$ cat config.mk
export PLATFORM = sky130hd
export DESIGN_NAME = call_ret_unit
export DESIGN_NICKNAME = d
export VERILOG_FILES = /design/src/rtl/cpu_pkg.sv /design/src/rtl/ret_stack_mem.sv /design/src/rtl/call_ret_unit.sv
export SDC_FILE = /design/constraint.sdc
export NUM_CORES = 1
export LEC_CHECK = 0
export ABC_CLOCK_PERIOD_IN_PS = 2800
export BUFFER_PORTS_ARGS = -buffer_cell sky130_fd_sc_hd__buf_4
export CORE_MARGIN = 2
export CORE_UTILIZATION = 55
export CTS_CLUSTER_SIZE = 28
export DETAILED_ROUTE_END_ITERATION = 8
export HOLD_SLACK_MARGIN = 0.05
export PLACE_DENSITY = 0.88
export REMOVE_ABC_BUFFERS = 1
export SLEW_MARGIN = 20
export SYNTH_ARGS = -nofsm -noshare
export SYNTH_HDL_FRONTEND = slang
export SYNTH_SLANG_ARGS = --single-unit
$ cat constraint.sdc
create_clock -name clk -period 2.8 [get_ports clk]
set_input_delay 0.14 -clock clk [delete_from_list [all_inputs] [get_ports clk]]
set_output_delay 0.14 -clock clk [all_outputs]
set_load 0.1 [all_outputs]
$ cat src/rtl/cpu_pkg.sv
// Shared control-path definitions: default address/stack geometry and the
// call/return sequencer state encoding.
package cpu_pkg;

   localparam int AW    = 10;
   localparam int DEPTH = 16;
   localparam int PW    = 4;

   typedef enum logic [1:0] {
      IDLE   = 2'd0,
      RET_RD = 2'd1,
      RET_GO = 2'd2
   } cr_state_t;

endpackage

$ cat src/rtl/ret_stack_mem.sv
// Return-address RAM: one synchronous write port and one registered read
// port. Contents are deliberately left unreset.
module ret_stack_mem #(
   parameter int AW    = 10,
   parameter int DEPTH = 16,
   parameter int PW    = 4
) (
   input  logic          clk,
   input  logic          wr_en,
   input  logic [PW-1:0] wr_addr,
   input  logic [AW-1:0] wr_data,
   input  logic          rd_en,
   input  logic [PW-1:0] rd_addr,
   output logic [AW-1:0] rd_data
);

   logic [AW-1:0] mem [DEPTH];

   // Write and read share the clock; the sequencer never does both at once.
   always_ff @(posedge clk) begin
      if (wr_en) begin
         mem[wr_addr] <= wr_data;
      end
      if (rd_en) begin
         rd_data <= mem[rd_addr];
      end
   end

endmodule

$ cat src/rtl/call_ret_unit.sv
// Subroutine call/return sequencer: pushes return addresses on jal, pops them
// on ret and drives a registered one-cycle redirect to the fetch PC mux.
module call_ret_unit
   import cpu_pkg::*;
#(
   parameter int AW    = cpu_pkg::AW,
   parameter int DEPTH = cpu_pkg::DEPTH,
   parameter int PW    = cpu_pkg::PW
) (
   input  logic          clk,
   input  logic          reset,
   input  logic          call,
   input  logic          ret,
   input  logic [AW-1:0] pc,
   input  logic [AW-1:0] target,
   input  logic          err_clr,
   output logic          redirect,
   output logic [AW-1:0] pc_next,
   output logic          busy,
   output logic [PW:0]   depth,
   output logic          empty,
   output logic          full,
   output logic          ovf_err,
   output logic          unf_err
);

   cr_state_t     state;
   cr_state_t     state_nxt;
   logic [PW-1:0] sp;
   logic          do_push;
   logic          do_pop;
   logic          call_go;
   logic          load_ret;
   logic          ovf_set;
   logic          unf_set;
   logic [AW-1:0] rd_data;

   assign busy  = (state != IDLE);
   assign empty = (depth == '0);
   assign full  = (depth == (PW+1)'(DEPTH));

   ret_stack_mem #(
      .AW    (AW),
      .DEPTH (DEPTH),
      .PW    (PW)
   ) u_mem (
      .clk     (clk),
      .wr_en   (do_push),
      .wr_addr (sp),
      .wr_data (pc + AW'(1)),
      .rd_en   (do_pop),
      .rd_addr (sp - PW'(1)),
      .rd_data (rd_data)
   );

   always_ff @(posedge clk or negedge reset) begin
      if (!reset) begin
         state <= IDLE;
      end else begin
         state <= state_nxt;
      end
   end

   // Requests are only looked at in IDLE; a call always beats a ret.
   always_comb begin
      state_nxt = state;
      do_push   = 1'b0;
      do_pop    = 1'b0;
      call_go   = 1'b0;
      load_ret  = 1'b0;
      ovf_set   = 1'b0;
      unf_set   = 1'b0;
      case (state)
         IDLE: begin
            if (call) begin
               call_go = 1'b1;
               if (full) begin
                  ovf_set = 1'b1;
               end else begin
                  do_push = 1'b1;
               end
            end else if (ret) begin
               if (empty) begin
                  unf_set = 1'b1;
               end else begin
                  do_pop    = 1'b1;
                  state_nxt = RET_RD;
               end
            end
         end
         RET_RD: begin
            load_ret  = 1'b1;
            state_nxt = RET_GO;
         end
         RET_GO: begin
            state_nxt = IDLE;
         end
         default: begin
            state_nxt = IDLE;
         end
      endcase
   end

   // Redirect is registered, so it is high exactly in the cycle after a call
   // and throughout RET_GO for a return.
   always_ff @(posedge clk or negedge reset) begin
      if (!reset) begin
         redirect <= 1'b0;
         pc_next  <= '0;
         sp       <= '0;
         depth    <= '0;
         ovf_err  <= 1'b0;
         unf_err  <= 1'b0;
      end else begin
         redirect <= call_go | load_ret;
         if (call_go) begin
            pc_next <= target;
         end else if (load_ret) begin
            pc_next <= rd_data;
         end
         if (do_push) begin
            sp    <= sp + PW'(1);
            depth <= depth + (PW+1)'(1);
         end else if (do_pop) begin
            sp    <= sp - PW'(1);
            depth <= depth - (PW+1)'(1);
         end
         ovf_err <= ovf_set | (ovf_err & ~err_clr);
         unf_err <= unf_set | (unf_err & ~err_clr);
      end
   end

endmodule
==> results.md <==
* Outcome: complete, no violations
* Worst-margin pin slew at between 0.7 and 0.8 ns
* WL final at about 17000 um
* Synth top area share at 0.638
* Total congestion overflow at 0
* Largest net degree at the start of global routing at 51
* Starting Density at 0.557
* Pwr per Cell Area at between 1000 and 1500 nW/um^2
* Lkg Pwr at 3.40 nW
* Synth Warn # at 0
* Avg WL per Cell at ~22 um
* Rows at 44
* Clk_lat worst skew at around 0.43 ns
* CP Class: flip-flop to flip-flop
* Crit-path leading delay family: simple AND/OR/NAND/NOR gates
* Num Clock Sinks at approximately 190
* CP required at 3.16 ns
* CTS tree: done
* Port Buffer Count at 45
* Avg Synthesized Cell Area at 15.7 um^2
* Die height at between 100 and 150 um
* Number of synthesized flops with an enable pin at 170
* ANT nets after route at 0
* Async S/R FF share, synth at 0.124
* Sw Share at 0.390
* Slowest CP cell: fa_1
* Vias post-DR at 4775
* RSZ-0062 raised after global routing: no
* Die width at 125 um
* Most frequent cells after synthesis: edfxtp_1 (170), nand2_1 (78), nand3_1 (26)
* Clock Skew at approximately 0.012 ns
* Slew HR at 0.512
* Met1 Usage GRT at 0.307
* Crit share post-route at 0.912
* Synth top area cells: edfxtp_1 (64%), dfrtp_1 (7.5%), mux4_2 (5.6%)
* Post-cts sizing count at 0
* Worst Hold Class: input port to async pin
* Area of the core at around 14000 um^2
* Register area share after synthesis at 0.713
* First-pass GRT wire length at 27300 um
* Dpl cells at 730
* H-tree depth at 4
* Fin crit period at 2.55 ns
* Pins Over Slew Limit at 0
* Diode count at 0
* Full die area at ~16000 um^2
* Slowest stage delay, CP at approximately 0.43 ns
* IO Count at 46
* Cell taking the most area after synthesis: edfxtp_1
* Via-to-Cell Ratio at ~6
* Layout area overhead at 16.2%
* CP Max Fanout at 8
* Number of remaining DRC errors at 0
* Clk root buf: clkbuf_16
* Power Total at 10.5 mW
* Clock network power share at 0.219
* Final cell count without fillers at approximately 780
* Post-DP HPWL at 10700 um
* Area of the mapped netlist at about 8000 um^2
* Clock tree buffer depth at 2
* Fraction of layout cells with a size suffix above 1 at 0.210
* Worst setup EP type: flip-flop
* MaxCap Viol Count at 0
* NetSw at between 4 and 5 mW
* Max Clock Freq at 0.392 GHz
* Flop and latch count out of synthesis at approximately 190
* Met3 Resource Use GR at 0.0494
* Post-layout util at 0.647
* Fin. Hold Viols at 0
* Setup violators final at 0
* Starting DRT DRC Count at approximately 550
* Setup TNS at 0 ns
* Synthesized instance count at just over 500
* Clock-pin slew on the worst setup and hold paths at ~0.07 ns
* Comb power frac at 0.420
* Seq pwr share at 0.361
* P_int at 6.41 mW
* Bufs and invs on worst path at 2
* Crit start category: flip-flop
* Met2 Track Usage GR at 0.379
* CTS Buf Count at 17
* Data arrival, critical path at 2.91 ns
* DRT Pass-1 Iters at 5
* Vias in the first global route at 4827
* Post-synth top flop: edfxtp_1
* Crit path cell chain: nor4_1 > nand2_1 > nand3_1 > inv_2 > fa_1 > inv_1 > a21o_1 > a21oi_1 > mux2i_1 > xnor2_1
* Nets at between 600 and 700
* Most frequent cell after synthesis: edfxtp_1
* Placer Congestion at around 0.84
* Library cells used by synthesis at 41
* Peak supply drop at ~0.71 mV
* Gr busiest metal: met2
* Tot GR Track Use at 0.231
* Hold Slack at approximately 0.15 ns
* Initial antenna violation count at 0
## cell type report
type,count,area [um^2]
sequential,194,5710
fill,943,5070
multi-input combinational,279,2160
timing repair buffer,73,593
clock buffer,18,429
tap,184,230
clock inverter,14,130
inverter,13,48.8
## power by group through the flow
stage / Combinational [mW] / Sequential (mW) / Clock (mW)
after detailed placement: 4.29 / 3.85 / 0
after global routing: 4.70 / 3.83 / 2.44
after CTS: 4.39 / 3.80 / 2.32
after floorplan: 2.43 / 4.48 / 0
after global placement: 4.14 / 3.83 / 0
final: 4.41 / 3.80 / 2.30
## final timing paths
kind	startpoint	endpoint	slack, ns	cells after the start
max in group asynchronous	reset	sp[2]$_DFFE_PN0P_	2.39	2
max	depth[1]$_DFFE_PN0P_	depth[4]$_DFFE_PN0P_	0.25	10
min	reset	pc_next[9]$_DFFE_PN0P_	0.15	2
max reg2reg	depth[1]$_DFFE_PN0P_	depth[4]$_DFFE_PN0P_	0.25	10
min in group clk	ret	state[0]$_DFFE_PN0P_	0.16	4
min reg2reg	u_mem.rd_data[3]$_DFFE_PP_	pc_next[3]$_DFFE_PN0P_	0.49	2
## metal layers
layer / part of all wire / up-vias
met5: 0 / -
met4: 0.016 / 0
met3: 0.078 / 21
met2: 0.51 / 277
met1: 0.39 / 2393
li1: - / 2084
## through the flow
stage / cell area (um^2) / setup WS, ns
2_1_floorplan: 7880 / -1.36
3_3_place_gp: 8590 / 0.413
3_5_place_dp: 8590 / 0.342
4_1_cts: 9280 / 0.261
5_1_grt: 9300 / 0.121
6_report: 9300 / 0.246
## what timing repair did
| action | 4_1_cts | 5_1_grt |
|---|---|---|
| setup buffers | 0 | 0 |
| hold buffers | 13 | 0 |
| endpoints found under the setup margin | 0 | 0 |
| endpoints found under the hold margin | 37 | 0 |
## state kept, by name (all words and copies together), names as in the netlist
signal	count
u_mem.mem	160
pc_next	10
u_mem.rd_data	10
depth	5
sp	4
state	2
ovf_err	1
redirect	1
unf_err	1
## worst reg2reg max path, delay by kind of cell (launching register included)
| kind | cells | cell delay (ns) |
|---|---|---|
| compound gates | 2 | 0.18 |
| fa+ha+maj | 1 | 0.43 |
| simple gates | 3 | 0.90 |
| mux | 1 | 0.18 |
| xor+xnor | 1 | 0.13 |
| buf+inv | 2 | 0.23 |
| flops | 1 | 0.42 |
## logic make-up after synthesis
kind of cell,count (synthesis),share of synthesized area
muxes,44,0.0866
xor gates and xnor gates,18,0.0206
adders and majority gates,11,0.0181
buffers and inverters,36,0.0213
AOI/OAI and AO/OA,60,0.0582
DFF,194,0.713
and+or+nand+nor,146,0.0820
## placed cells by master (no fill, tap or decap), types with 4 or more instances in the layout
master         netlist  final
mux2i_1             22     22
dfrtp_1             24     24
and2_1              17     17
mux4_2              20     20
edfxtp_1           170    170
xnor2_1             12      9
clkinv_4             0      4
o21ai_0             10     10
dlygate4sd3_1        0     13
nand3_1             26     26
nand2_1             78     78
inv_6                0      4
nor2_1              13     13
a32o_2               7      7
clkbuf_16            0     17
inv_1               12     12
a221oi_1            10     10
xor2_1               5      5
buf_4                2     59
a22oi_1             22     22
ha_1                10     10
(Power assumes the default switching activity.)
